<file path="src/rtl/timer_pkg.sv">
// Shared types and constants for the mm:ss countdown timer.
// State encoding, BCD digit limits, the packed time word and a digit-legality check.
package timer_pkg;

    typedef enum logic [1:0] {
        ST_IDLE  = 2'd0,
        ST_RUN   = 2'd1,
        ST_PAUSE = 2'd2,
        ST_ALARM = 2'd3
    } state_t;

    localparam logic [3:0] BCD_MAX      = 4'd9;
    localparam logic [3:0] SEC_TENS_MAX = 4'd5;

    typedef struct packed {
        logic [3:0] min_tens;
        logic [3:0] min_ones;
        logic [3:0] sec_tens;
        logic [3:0] sec_ones;
    } mmss_t;

    function automatic logic mmss_legal(input mmss_t t);
        return (t.min_tens <= BCD_MAX) && (t.min_ones <= BCD_MAX) &&
               (t.sec_tens <= SEC_TENS_MAX) && (t.sec_ones <= BCD_MAX);
    endfunction

endpackage

</file>
<file path="src/rtl/bcd_mmss_down.sv">
// 16-bit mm:ss BCD down-counter: clear > load > decrement, holds at 00:00.
// Latency 1 clk from control to count; no backpressure.
// Zero and one-second flags are decoded from the registered count.
module bcd_mmss_down
    import timer_pkg::*;
(
    input  logic  clk,
    input  logic  rst,
    input  logic  clr,
    input  logic  load,
    input  mmss_t load_val,
    input  logic  dec,
    output mmss_t count,
    output logic  zero,
    output logic  one
);

    mmss_t count_nxt;

    assign zero = (count == 16'h0000);
    assign one  = (count == 16'h0001);

    always_comb begin
        count_nxt = count;
        if (clr) begin
            count_nxt = '0;
        end else if (load) begin
            count_nxt = load_val;
        end else if (dec && !zero) begin
            // Ripple the borrow through the digits; the zero guard keeps the top digit from wrapping.
            if (count.sec_ones != 4'd0) begin
                count_nxt.sec_ones = count.sec_ones - 4'd1;
            end else begin
                count_nxt.sec_ones = BCD_MAX;
                if (count.sec_tens != 4'd0) begin
                    count_nxt.sec_tens = count.sec_tens - 4'd1;
                end else begin
                    count_nxt.sec_tens = SEC_TENS_MAX;
                    if (count.min_ones != 4'd0) begin
                        count_nxt.min_ones = count.min_ones - 4'd1;
                    end else begin
                        count_nxt.min_ones = BCD_MAX;
                        count_nxt.min_tens = count.min_tens - 4'd1;
                    end
                end
            end
        end
    end

    always_ff @(posedge clk) begin
        if (rst) begin
            count <= '0;
        end else begin
            count <= count_nxt;
        end
    end

endmodule

</file>
<file path="src/rtl/countdown_timer_ctrl.sv">
// Countdown sequencer: start/pause/clear/load control of an mm:ss BCD count, timed alarm at 00:00.
// Latency 1 clk from any tick or control pulse to the registered outputs.
// No backpressure: every pulse is acted on or dropped in the cycle it arrives.
module countdown_timer_ctrl
    import timer_pkg::*;
#(
    parameter int ALARM_TICKS = 10,
    parameter int CNT_W       = 8
) (
    input  logic        clk,
    input  logic        rst,
    input  logic        tick_1hz,
    input  logic        start_p,
    input  logic        pause_p,
    input  logic        clear_p,
    input  logic        load_en,
    input  logic [15:0] load_bcd,
    output logic [3:0]  min_tens,
    output logic [3:0]  min_ones,
    output logic [3:0]  sec_tens,
    output logic [3:0]  sec_ones,
    output logic        running,
    output logic        paused,
    output logic        alarm,
    output logic        done_p,
    output logic        load_err
);

    state_t           state, state_nxt;
    logic [CNT_W-1:0] alarm_cnt, alarm_cnt_nxt;
    logic             cnt_clr, cnt_load, cnt_dec, idle_load;
    logic             done_nxt, load_err_nxt;
    logic             cnt_zero, cnt_one;
    logic             start_ok, ack;
    mmss_t            count;
    mmss_t            load_val;

    assign load_val = mmss_t'(load_bcd);
    assign start_ok = start_p && !cnt_zero;
    assign ack      = start_p || pause_p || clear_p;

    bcd_mmss_down u_count (
        .clk      (clk),
        .rst      (rst),
        .clr      (cnt_clr),
        .load     (cnt_load),
        .load_val (load_val),
        .dec      (cnt_dec),
        .count    (count),
        .zero     (cnt_zero),
        .one      (cnt_one)
    );

    assign min_tens = count.min_tens;
    assign min_ones = count.min_ones;
    assign sec_tens = count.sec_tens;
    assign sec_ones = count.sec_ones;

    always_ff @(posedge clk) begin
        if (rst) begin
            state     <= ST_IDLE;
            alarm_cnt <= '0;
            running   <= 1'b0;
            paused    <= 1'b0;
            alarm     <= 1'b0;
            done_p    <= 1'b0;
            load_err  <= 1'b0;
        end else begin
            state     <= state_nxt;
            alarm_cnt <= alarm_cnt_nxt;
            running   <= (state_nxt == ST_RUN);
            paused    <= (state_nxt == ST_PAUSE);
            alarm     <= (state_nxt == ST_ALARM);
            done_p    <= done_nxt;
            load_err  <= load_err_nxt;
        end
    end

    always_comb begin
        state_nxt = state;
        case (state)
            ST_IDLE: begin
                if (!clear_p && !pause_p && start_ok) state_nxt = ST_RUN;
            end
            ST_RUN: begin
                // Reaching 00:00 outranks a same-cycle pause.
                if (clear_p)                  state_nxt = ST_IDLE;
                else if (tick_1hz && cnt_one) state_nxt = ST_ALARM;
                else if (pause_p)             state_nxt = ST_PAUSE;
            end
            ST_PAUSE: begin
                if (clear_p)                  state_nxt = ST_IDLE;
                else if (!pause_p && start_p) state_nxt = ST_RUN;
            end
            ST_ALARM: begin
                if (ack) state_nxt = ST_IDLE;
                else if (tick_1hz && (alarm_cnt <= CNT_W'(1))) state_nxt = ST_IDLE;
            end
            default: state_nxt = ST_IDLE;
        endcase
    end

    always_comb begin
        cnt_clr       = (state != ST_ALARM) && clear_p;
        cnt_dec       = (state == ST_RUN) && !clear_p && tick_1hz;
        // A load only lands in an IDLE cycle where no clear or accepted start is acted on.
        idle_load     = (state == ST_IDLE) && load_en && !clear_p && !(!pause_p && start_ok);
        cnt_load      = idle_load && mmss_legal(load_val);
        load_err_nxt  = idle_load && !mmss_legal(load_val);
        done_nxt      = (state == ST_RUN) && (state_nxt == ST_ALARM);
        alarm_cnt_nxt = alarm_cnt;
        if (done_nxt) begin
            alarm_cnt_nxt = CNT_W'(ALARM_TICKS);
        end else if (state == ST_ALARM) begin
            if (ack)                                  alarm_cnt_nxt = '0;
            else if (tick_1hz && alarm_cnt != '0)     alarm_cnt_nxt = alarm_cnt - CNT_W'(1);
        end
    end

endmodule

</file>
<file path="config.mk">
export PLATFORM = sky130hd
export DESIGN_NAME = countdown_timer_ctrl
export DESIGN_NICKNAME = d
export VERILOG_FILES = /design/src/rtl/timer_pkg.sv /design/src/rtl/bcd_mmss_down.sv /design/src/rtl/countdown_timer_ctrl.sv
export SDC_FILE = /design/constraint.sdc
export NUM_CORES = 1
export LEC_CHECK = 0
export CAP_MARGIN = 5
export CORE_MARGIN = 4
export CORE_UTILIZATION = 46
export CTS_BUF_LIST = sky130_fd_sc_hd__clkbuf_4
export DETAILED_ROUTE_END_ITERATION = 6
export PLACE_DENSITY = 0.81
export SLEW_MARGIN = 20
export SYNTH_ARGS = -nofsm -noshare
export SYNTH_HDL_FRONTEND = slang
export SYNTH_SLANG_ARGS = --single-unit
</file>
<file path="constraint.sdc">
create_clock -name clk -period 2.2 [get_ports clk]
set_input_delay 0.44 -clock clk [delete_from_list [all_inputs] [get_ports clk]]
set_output_delay 0.44 -clock clk [all_outputs]
set_load 0.02 [all_outputs]
</file>
==> metrics.md, run 1 <==
| Metric | Value |
|---|---|
| Outcome | `complete, no violations` |
| CTS root buf | `clkbuf_4` |
| Crit path DAT | `2.28 ns` |
| Hold Slack | `0.518 ns` |
| Period Utilization, post-route | `0.931` |
| Setup bufs post-CTS | `0` |
| Detailed Route WL | `4.59 mm` |
| Total CTS buffers | `5` |
| CTS tree | `done` |
| Startpoint Class | `register` |
| Critical Path Sink Type | `register` |
| Worst rel slew slack | `0.638` |
| Die Y | `70.8 µm` |
| Slew @ Worst Pin | `0.529 ns` |
| Wirelength per Cell | `13.9 µm` |
| # diodes | `0` |
| Worst hold-check path type | `reg2reg` |
| H-tree depth | `2` |
| Global route overflow | `0` |
| Sequential area share after synthesis | `0.342` |
| Die Area | `5010 µm²` |
| Asr flop ratio synth | `0` |
| Required @ worst endpoint | `2.43 ns` |
| Clk_skew | `0.0141 ns` |
| Global placement routability congestion | `0.930` |
| Crit Path Max Fanout | `5` |
| Clock-pin slew on the worst setup and hold paths | `0.09 ns` |
| 1st-pass router iterations | `4` |
| Worst VDD drop | `283 µV` |
| First-pass GRT wire length | `8.07 mm` |
| Unrepaired setup endpoints after global routing | `false` |
| IO Count | `44` |
| Yosys reg bits | `31` |
| Fin area | `2530 µm²` |
| Syn Std Cell Area | `1810 µm²` |
| EDFF count, synth | `0` |
| MaxCap Viol Count | `0` |
| Fmax achieved | `488 MHz` |
| Vias in the first global route | `1,757` |
| Hold Vio Cnt, Final | `0` |
| Top_reg_cell synth | `dfxtp_1` |
| Max Slew Vio Count | `0` |
| DP Area | `2470 µm²` |
| Setup Crit Path Kind | `reg2reg` |
| Via density | `5.57` |
| Number of port buffers | `43` |
| Cell row count | `22` |
| GRT Overall Usage | `0.197` |
| Static leakage | `0.989 nW` |
| Pwr Density | `404 nW/µm²` |
| Core Region | `3740 µm²` |
| Number of routed nets with antenna violations | `0` |
| Warnings from Yosys | `0` |
| Layout cells sized above 1 | `0.191` |
| Post-CTS Hold Buffers | `0` |
| Die W | `70.8 µm` |
| CTS sink count | `31` |
| Avg Cell Area, Syn | `8.55 µm²` |
| Antenna violations before repair | `0` |
| Min cycle time layout | `2.05 ns` |
| Mapped Cells | `212` |
| Initial core utilization | `0.484` |
| # setup viols final | `0` |
| Tot Pwr | `1.02 mW` |
| Via Count | `1,843` |
| Yosys cell types | `54` |
| HPWL Detailed | `3.59 mm` |
| First DRT Iteration DRCs | `112` |
| Clock tree buffer depth | `2` |
| Clk Latency, worst-skew pair | `0.34 ns` |
| # nets final | `311` |
| DRC viols | `0` |
| Largest net degree at the start of global routing | `14` |
| Synth Net Count | `239` |
| Area delta synth->final | `39.5%` |
==> state kept, by name (all words and copies together), names as in the netlist <==
name,flops
running,1
state,2
u_count.count,16
alarm_cnt,8
paused,1
done_p,1
load_err,1
alarm,1
==> Yosys cell counts (3+ instances only) <==
master | number | area [µm²]
and3_1 | 4 | 25.0
ha_1 | 4 | 50.1
or4_1 | 3 | 22.5
a21oi_1 | 15 | 75.1
mux2i_1 | 3 | 30.0
nand2_1 | 9 | 33.8
inv_1 | 12 | 45.0
nor3_1 | 13 | 65.1
xnor2_1 | 6 | 52.6
nor2b_1 | 3 | 18.8
or3_1 | 4 | 25.0
o211ai_1 | 4 | 30.0
o21ai_1 | 9 | 45.0
a211oi_2 | 4 | 50.1
nor3b_1 | 3 | 22.5
buf_6 | 3 | 33.8
xor2_1 | 4 | 35.0
o21ai_0 | 9 | 45.0
nor2_1 | 24 | 90.1
nor4_1 | 3 | 18.8
dfxtp_1 | 31 | 621
==> where the power goes <==
part           internal, mW  switching (mW)  total [mW]
logic                0.0755          0.0626       0.138
clock network         0.126           0.189       0.314
registers             0.565         0.00312       0.568
==> per-layer routing <==
metal / wire length (µm) / vias to the layer above / track usage
met5: 0 / - / 0
met4: 92 / 0 / 0.0856
met3: 223 / 11 / 0.0398
met2: 2180 / 48 / 0.303
met1: 2100 / 862 / 0.266
li1: - / 922 / -
==> per-stage QoR <==
stage	setup WS, ns	utilization	setup TNS, ns	instances
CTS	0.0386	0.675	0	331
global placement	-0.0669	0.660	-0.0669	325
floorplan	0.00538	-	0	212
detailed placement	-0.126	0.660	-0.255	325
finish	0.153	0.675	0	331
global route	0.0315	0.675	0	331
==> final timing paths <==
path	startpoint	end	slack, ns	cells after the start
worst min register to register	u_count.count[7]$_SDFFE_PP0P_	u_count.count[7]$_SDFFE_PP0P_	0.52	1
worst max register to register	alarm_cnt[0]$_SDFFE_PP0P_	alarm_cnt[6]$_SDFFE_PP0P_	0.15	7
worst max-delay path	alarm_cnt[0]$_SDFFE_PP0P_	alarm_cnt[6]$_SDFFE_PP0P_	0.15	7
worst min-delay path	u_count.count[7]$_SDFFE_PP0P_	u_count.count[7]$_SDFFE_PP0P_	0.52	1
==> cells in the final DEF, fill, tap and decap left out, types with 2 or more instances in the layout <==
master           instances
a2111oi_0                2
a211oi_2                 4
a21o_1                   2
a21oi_1                 15
and3_1                   3
buf_4                   30
clkbuf_4                 6
clkdlybuf4s50_1         43
dfxtp_1                 31
ha_1                     4
inv_1                   12
mux2i_1                  3
nand2_1                  9
nor2_1                  24
nor2b_1                  3
nor3_1                  13
nor3b_1                  3
nor4_1                   3
nor4_4                   2
o211ai_1                 4
o21ai_0                  9
o21ai_1                  9
o31a_1                   2
o41ai_1                  2
or2_2                    2
or3_1                    4
or4_1                    3
or4_4                    2
xnor2_1                  6
xor2_1                   4
==> cell type report <==
cell class / count / area (µm²)
fillers: 310 / 1210
flip-flops and latches: 31 / 621
inverters: 12 / 45.0
repair buffers: 73 / 656
well taps: 48 / 60.1
multi-input cells: 161 / 1100
clock buffers: 6 / 45.0
==> worst max-delay path, cell delays in order (launching register included) <==
cell and delay (ns):
dfxtp_1 0.35, inv_1 0.10, ha_1 0.18, inv_1 0.06
or4_1 0.48, a2111oi_0 0.53, xnor2_1 0.19, nor2_1 0.05
==> logic make-up (layout without fill, tap and decap cells) <==
group | count (synthesis) | after routing | share of synthesized area
AND/OR/NAND/NOR | 83 | 83 | 0.279
AO/OA/AOI/OAI | 60 | 60 | 0.223
flip-flops | 31 | 31 | 0.342
buffers and inverters | 20 | 91 | 0.0573
XOR/XNOR | 10 | 10 | 0.0483
adder cells (fa/ha/maj) | 4 | 4 | 0.0276
multiplexers | 4 | 4 | 0.0228
==> what timing repair did <==
item	in CTS	in global routing
pin swaps	0	2
resized for setup	3	0
endpoints found under the setup margin	4	17
Note: power is estimated with default switching activity, not from simulation.
==> run 2: changes to the inputs <==
- CORE_ASPECT_RATIO: not set -> 2
==> metrics.md, run 2 (synthesis gave the netlist of run 1 again) <==
| Metric | Value |
|---|---|
| Pwr Density | `444 nW/µm²` |
| Area of the multi-input gates | `1110 µm²` |
| Crit Path Max Fanout | `5` |
| Number of routed nets with antenna violations | `0` |
| Die Area | `5070 µm²` |
| Core Region | `3840 µm²` |
| Setup Crit Path Kind | `reg2reg` |
| Critical Path Sink Type | `register` |
| MaxCap Viol Count | `0` |
| Cell row count | `32` |
| Sequential cell area | `621 µm²` |
| Antenna violations before repair | `0` |
| Hold Slack | `0.515 ns` |
| Number of port buffers | `43` |
| Startpoint Class | `register` |
| Initial core utilization | `0.472` |
| Die Y | `96.8 µm` |
| Cell Chain, Critical Path | `inv_1, ha_1, or4b_4, nor4_4, o211ai_2, and3_1, o31a_1` |
| Fmax achieved | `478 MHz` |
| Fill cell count | `347` |
| First DRT Iteration DRCs | `57` |
| Largest net degree at the start of global routing | `14` |
| Setup TNS | `0 ns` |
| Clk_skew | `0.00906 ns` |
| Clock-pin slew on the worst setup and hold paths | `0.10 ns` |
| Worst setup margin | `0.108 ns` |
| Clk Latency, worst-skew pair | `0.34 ns` |
| Static leakage | `1.01 nW` |
| IO Count | `44` |
| HPWL Detailed | `3.78 mm` |
| Unrepaired setup endpoints after global routing | `true` |
| Tot Pwr | `1.14 mW` |
| Worst hold-check path type | `reg2reg` |
| Wirelength per Cell | `14.3 µm` |
| Post-place setup slack | `-0.0822 ns` |
| DP Area | `2470 µm²` |
| Top Registers | `u_count.count: 16 flops, alarm_cnt: 8 flops, state: 2 flops` |
| # nets final | `311` |
| Via density | `5.50` |
| Global route overflow | `0` |
| Non-Filler Instances | `336` |
| Layout cells sized above 1 | `0.200` |
| CTS root buf | `clkbuf_4` |
| CP top delay family | `simple AND/OR/NAND/NOR gates` |
| Worst path bufs/invs | `1` |
| # setup viols final | `0` |
| Hold Vio Cnt, Final | `0` |
| Inst Count DP | `327` |
| Min cycle time layout | `2.09 ns` |
| Commonest cells after routing, fill and taps aside | `clkdlybuf4s50_1 (43), dfxtp_1 (31), buf_4 (29)` |
| CTS sink count | `31` |
| Detailed Route WL | `4.80 mm` |
| 1st-pass router iterations | `4` |
| Fin util | `0.670` |
| Post-CTS Hold Buffers | `0` |
| Global placement routability congestion | `0.787` |
| Outcome | `complete, no violations` |
| First-pass GRT wire length | `7.84 mm` |
| Total CTS buffers | `5` |
| Clock tree buffer depth | `2` |
| Largest register FFs | `16` |
| Critical-path top delay cell | `or4b_4` |
| Die W | `52.4 µm` |
| # diodes | `0` |
| CTS tree | `done` |
| Crit path DAT | `2.32 ns` |
| Period Utilization, post-route | `0.951` |
| Worst rel slew slack | `0.622` |
| Slew @ Worst Pin | `0.563 ns` |
| DRC viols | `0` |
| Required @ worst endpoint | `2.43 ns` |
| H-tree depth | `2` |
| Biggest register | `u_count.count` |
| GRT Overall Usage | `0.201` |
| CP peak stage delay | `0.51 ns` |
| Via Count | `1,848` |
| Worst VDD drop | `450 µV` |
| Fin area | `2570 µm²` |
| Area delta synth->final | `42.0%` |
| Vias in the first global route | `1,862` |
| Commonest non-fill, non-tap cell in the layout | `clkdlybuf4s50_1` |
| Max Slew Vio Count | `0` |
run 2: cell types whose count changed in the layout (fill, tap and decap cells not counted), sizes merged:
cell | before | now
clkinv | 0 | 2
bufinv | 0 | 1
clkbuf | 6 | 5
run 2: worst paths after layout:
| kind | to | depth (start not counted) | slack [ns] | from |
|---|---|---|---|---|
| max reg2reg | u_count.count[9]$_SDFFE_PP0P_ | 7 | 0.11 | u_count.count[12]$_SDFFE_PP0P_ |
| min | alarm_cnt[7]$_SDFFE_PP0P_ | 2 | 0.51 | alarm_cnt[7]$_SDFFE_PP0P_ |
| min reg2reg | alarm_cnt[7]$_SDFFE_PP0P_ | 2 | 0.51 | alarm_cnt[7]$_SDFFE_PP0P_ |
| max | u_count.count[9]$_SDFFE_PP0P_ | 7 | 0.11 | u_count.count[12]$_SDFFE_PP0P_ |
run 2: per-layer routing:
layer,GRT usage,vias to the layer above,share of wire
met5,0,-,0
met3,0.0478,21,0.039
li1,-,919,-
met2,0.379,57,0.58
met4,0.0984,0,0.040
met1,0.183,851,0.34
run 2: worst reg2reg max path, cell delays in order (launching register included):
cell and delay [ns]:
dfxtp_1 0.33, inv_1 0.08, ha_1 0.15, or4b_4 0.51, nor4_4 0.30, o211ai_2 0.20, and3_1 0.19, o31a_1 0.24
run 2: what timing repair did:
item / in CTS / in global routing
gates resized for setup: 1 / 6
pin swaps: 0 / 4
setup endpoints to repair: 2 / 26
setup buffers: 0 / 1
run 2: cell type report:
| type | instances | area share |
|---|---|---|
| clock inverter | 3 | 0.0151 |
| multi-input combinational | 161 | 0.431 |
| timing repair buffer | 73 | 0.256 |
| clock buffer | 5 | 0.0146 |
| tap | 51 | 0.0248 |
| sequential | 31 | 0.241 |
| inverter | 12 | 0.0175 |
run 2: power by group:
part | total [mW] | internal (mW) | switching, mW
Sequential | 0.568 | 0.565 | 0.00344
Clock | 0.437 | 0.233 | 0.204
Combinational | 0.138 | 0.0758 | 0.0626
==> RTL change 1, RTL diff (config.mk and constraints of run 1) <==
Set the parameter `CNT_W` to 12 (it was 8).
--- a/src/rtl/countdown_timer_ctrl.sv
+++ b/src/rtl/countdown_timer_ctrl.sv
@@ -5,7 +5,7 @@
     import timer_pkg::*;
 #(
     parameter int ALARM_TICKS = 10,
-    parameter int CNT_W       = 8
+    parameter int CNT_W       = 12
 ) (
     input  logic        clk,
     input  logic        rst,
Check against the original RTL: no difference found for any inputs over 10 cycles, from zero or initial values and one cycle with rst high; that may be too few to reach the edited logic, so the function may still have changed.
==> RTL change 1 against run 1 <==
Routed wire length increased by 10%. Synthesized cell count grew 8.5%. Area after synthesis increased by 11%. Sequential cell count up 4. Total power grew 11%. Setup slack lost 0.054 ns. Clock power rose by 9.2%. Hold slack gained 0.014 ns. Non-clock buffer count is 11 higher. Fmax fell by 2.6%. Final area grew 11%. Global-route usage is 0.071 points higher. Largest power group unchanged.
==> RTL change 1: results (changes against run 1) <==
| Metric | Value |
|---|---|
| Outcome | complete, no violations |
| Setup ws final | 0.0982 ns (-0.0544 ns) |
| Launch point of the worst reg-to-reg path | u_count.count[13]$_SDFFE_PP0P_ |
| Largest fanout on the critical path | 9 (+4) |
| Filler cell count | 351 (+13%) |
| Num sequential | 35 (+13%) |
| Hold Path Sink | alarm_cnt[11]$_SDFFE_PP0P_ |
| Syn Nets | 258 (+7.9%) |
| Worst-path clk slew | 0.11 ns (+0.02 ns) |
| Final Util | 68.4% (+0.89 points) |
| RD Place Congestion | 0.925 (-0.54%) |
| Non-clock buffers | 84 (+15%) |
| Non-clk invs | 7 (-5) |
| Die area | 5490 µm² (+9.5%) |
| Crit path largest cell delay | 0.41 ns (-0.12 ns) |
| HP Start | alarm_cnt[11]$_SDFFE_PP0P_ |
| Comb_multi_in | 177 (+9.9%) |
| Final Non-Filler Cells | 361 (+9.1%) |
| Worst slew pin tran | 0.526 ns (-0.00326 ns) |
| Number of global-route vias before repair | 1896 (+7.9%) |
| HPWL Detailed | 3.91 mm (+8.7%) |
| Pre-CTS setup slack | -0.0293 ns (+0.0971 ns) |
| Worst hold slack | 0.532 ns (+0.0141 ns) |
| Sequential share of the synthesized area | 34.9% (+0.66 points) |
| DR vias | 2047 (+11%) |
| Post_cts resized | 1 (-2) |
| Top cells by area, synth | dfxtp_1 35%, xnor2_1 5.2%, nor2_1 5.0%, o21ai_0 5.0%, a21oi_1 4.0% |
[RTL change 1: where the power goes]
part | switching [W] | leakage, nW | internal (W)
Sequential | 0.00000331 | 0.282 | 0.000637
Combinational | 0.0000643 | 0.785 | 0.0000808
Clock | 0.000212 | 0.0307 | 0.000131
Total | 0.000280 | 1.10 | 0.000849
[RTL change 1: per-layer routing]
metal	up-vias	wire, µm	global-route usage [%]
li1	1018	-	-
met4	0	133	9.26
met1	947	2290	25.3
met5	-	0	0
met2	69	2290	31.6
met3	13	350	4.32
[RTL change 1: cells by family (layout without fill, tap and decap cells)]
family	after synthesis	in the layout	synth area share [%]
AO/OA/AOI/OAI	64	64	24.0
XOR/XNOR	16	16	6.98
adder cells (fa/ha/maj)	5	5	3.12
buffers and inverters	18	99	3.99
flip-flops	35	35	34.9
multiplexers	3	3	1.50
AND/OR/NAND/NOR	89	89	25.5
==> RTL change 2, RTL diff (settings of run 1) <==
Without the edit above. Reset style: asynchronous (`rst`), changed in 2 clocked blocks.
--- a/src/rtl/bcd_mmss_down.sv
+++ b/src/rtl/bcd_mmss_down.sv
@@ -47,7 +47,7 @@
         end
     end
 
-    always_ff @(posedge clk) begin
+    always_ff @(posedge clk or posedge rst) begin
         if (rst) begin
             count <= '0;
         end else begin
--- a/src/rtl/countdown_timer_ctrl.sv
+++ b/src/rtl/countdown_timer_ctrl.sv
@@ -56,7 +56,7 @@
     assign sec_tens = count.sec_tens;
     assign sec_ones = count.sec_ones;
 
-    always_ff @(posedge clk) begin
+    always_ff @(posedge clk or posedge rst) begin
         if (rst) begin
             state     <= ST_IDLE;
             alarm_cnt <= '0;
Formal check against the unedited RTL: differs if rst is asserted again (counterexample within 4 cycles, from zero or initial values and one cycle with rst high); with rst held inactive, the same outputs for 10 cycles.
==> RTL change 2 against run 1 <==
Final area shrank 1.7%. Clock skew shrank 0.0033 ns. Routed wire length shrank 1.9%. Sequential cell count is the same. Fmax grew 2.4%. Non-clock buffer count shrank 18. Largest power group unchanged. Clock power grew 82%. Total power grew 36%. Sequential share of layout area grew 6.7 points. Largest cell class unchanged. Setup slack gained 0.048 ns. Utilization shrank 1.6 points. Synthesized cell count shrank 1.9%. Global-route usage shrank 0.33 points. Area after synthesis grew 1.4%. Highest routed layer unchanged.
==> RTL change 2: results (changes against run 1) <==
| Metric | Value |
|---|---|
| CTS max path bufs | 2 (unchanged) |
| Asr flop ratio synth | 100% (+100 points) |
| Share of cells above drive strength 1 | 12.2% (-6.9 points) |
| Worst Reg2Reg Path Length in Cells | 8 (+1) |
| Sequential share of the synthesized area | 42.2% (+8.0 points) |
| Largest net degree at the start of global routing | 32 (+18) |
| PortBufs | 43 (unchanged) |
| Uppermost routed layer | met4 |
| First-pass GRT wire length | 7.85 mm (-2.8%) |
| Final Non-Filler Cells | 310 (-6.3%) |
| Top cells by area, synth | dfrtp_1 42%, nor2_1 6.3%, a21oi_1 4.1%, xor2_1 3.8%, nand2_1 3.3% |
| CTS root buffer | clkbuf_4 |
| Worst slew pin tran | 0.598 ns (+0.0688 ns) |
| Number of global-route vias before repair | 1706 (-2.9%) |
| Worst-path clk slew | 0.10 ns |
| Post_cts resized | 0 (-3) |
| Type of the tightest min-delay check | in -> async |
| Placed insts | 302 (-7.1%) |
| Via density per instance | 5.52 (-0.87%) |
| Primary FF master, synth | dfrtp_1 |
| Largest registers | u_count.count (16), alarm_cnt (8), state (2) |
| Worst EP arrival | 2.27 ns |
| H-tree depth | 2 (unchanged) |
| Post-synth top cells | 31 x dfrtp_1, 31 x nor2_1, 16 x nand2_1 |
| Largest fanout on the critical path | 31 (+26) |
| LEAKAGE | 1.10 nW (+11%) |
| Total CTS buffers | 5 (unchanged) |
| Critical Path Slowest Stage Cell | dfrtp_1 |
| Met3 WL post-DR | 217 µm (-2.7%) |
| Crit path largest cell delay | 0.40 ns (-0.13 ns) |
| Nets@finish | 288 (-7.4%) |
| 1st-pass router iterations | 4 (unchanged) |
| Clock Skews | 0.0108 ns (-0.00326 ns) |
| Syn avg cell area | 8.84 µm² (+3.3%) |
| HPWL Detailed | 3.35 mm (-6.8%) |
| Syn Nets | 235 (-1.7%) |
| 1st-iter DRT viols | 131 (+17%) |
| Distinct cells, synth | 47 (-13%) |
| Outcome | complete, no violations |
| RD Place Congestion | 0.920 (-1.0%) |
| Drt total wl | 4.50 mm (-1.9%) |
| Peak VDD IR | 0.497 mV (+76%) |
| Worst-Skew Late Latency | 0.34 ns (about the same) |
| All-Layer GR Usage | 19.4% (-0.33 points) |
| Met1 wire length | 2.10 mm (about the same) |
| Setup Buffers After CTS | 0 (unchanged) |
| # diodes | 0 (unchanged) |
| DR WL met2 | 2.11 mm (-3.3%) |
[RTL change 2: cell types whose count changed in the layout (fill, tap and decap cells not counted), sizes merged, moves of 4 or more]
cell | run 1 | this run
xor2 | 4 | 8
inv | 12 | 8
o211ai | 5 | 1
dfrtp | 0 | 31
nand4 | 0 | 7
buf | 30 | 12
nor2 | 24 | 31
dfxtp | 31 | 0
or4 | 5 | 0
nand2 | 9 | 16
nand3 | 1 | 8
nor3 | 14 | 8
[RTL change 2: stage by stage]
stage | setup slack [ns] | instance area (µm²) | TNS (ns) | hold slack (ns)
floorplan | 0.187 | 1840 | 0 | 0.501
global placement | -0.0133 | 2380 | -0.0133 | 0.523
detailed placement | -0.0190 | 2380 | -0.0220 | 0.535
CTS | 0.0101 | 2480 | 0 | 0.501
global route | 0.0424 | 2490 | 0 | 0.531
finish | 0.201 | 2490 | 0 | 0.474
[RTL change 2: power by group]
group | internal [W] | total (W) | switching (W) | leakage [nW]
combinational | 0.000109 | 0.000218 | 0.000110 | 0.615
clock | 0.000367 | 0.000571 | 0.000204 | 0.0559
sequential | 0.000583 | 0.000599 | 0.0000166 | 0.431
[RTL change 2: kinds of logic after synthesis]
family | synth area share, %
compound gates | 17.8
xor+xnor | 5.24
mux | 1.16
flops | 42.2
buf+inv | 4.63
simple gates | 26.3
fa+ha+maj | 2.72
[RTL change 2: worst register-to-register path, cell delays in order, from the launching register on]
cell     delay (ns)
dfrtp_1        0.40
inv_1          0.12
ha_1           0.16
nor3b_2        0.28
nand4_1        0.17
a211o_1        0.37
buf_12         0.17
and3_1         0.17
nor2_1         0.10
[RTL change 2: layout make-up]
| cell class | count | area [µm²] |
|---|---|---|
| multi-input combinational | 160 | 982 |
| clock inverter | 2 | 60.1 |
| fill | 305 | 1280 |
| inverter | 8 | 30.0 |
| clock buffer | 6 | 45.0 |
| tap | 48 | 60.1 |
| sequential | 31 | 776 |
| timing repair buffer | 55 | 533 |
[RTL change 2: path summary, 6_finish.rpt]
check                                              startpoint                             to  slack, ns
min in group clk                     alarm_cnt[7]$_DFFE_PP0P_       alarm_cnt[7]$_DFFE_PP0P_       0.57
worst max register to register  u_count.count[12]$_DFFE_PP0P_  u_count.count[11]$_DFFE_PP0P_       0.20
worst min register to register       alarm_cnt[7]$_DFFE_PP0P_       alarm_cnt[7]$_DFFE_PP0P_       0.57
worst min-delay path                                      rst       alarm_cnt[7]$_DFFE_PP0P_       0.47
max in group asynchronous                                 rst   u_count.count[8]$_DFFE_PP0P_       1.41
worst max-delay path            u_count.count[12]$_DFFE_PP0P_  u_count.count[11]$_DFFE_PP0P_       0.20
[RTL change 2: per-layer routing]
metal / up-vias / track usage (%)
li1: 849 / -
met1: 803 / 26.2
met2: 49 / 30.7
met3: 10 / 3.51
met4: 0 / 7.72
met5: - / 0
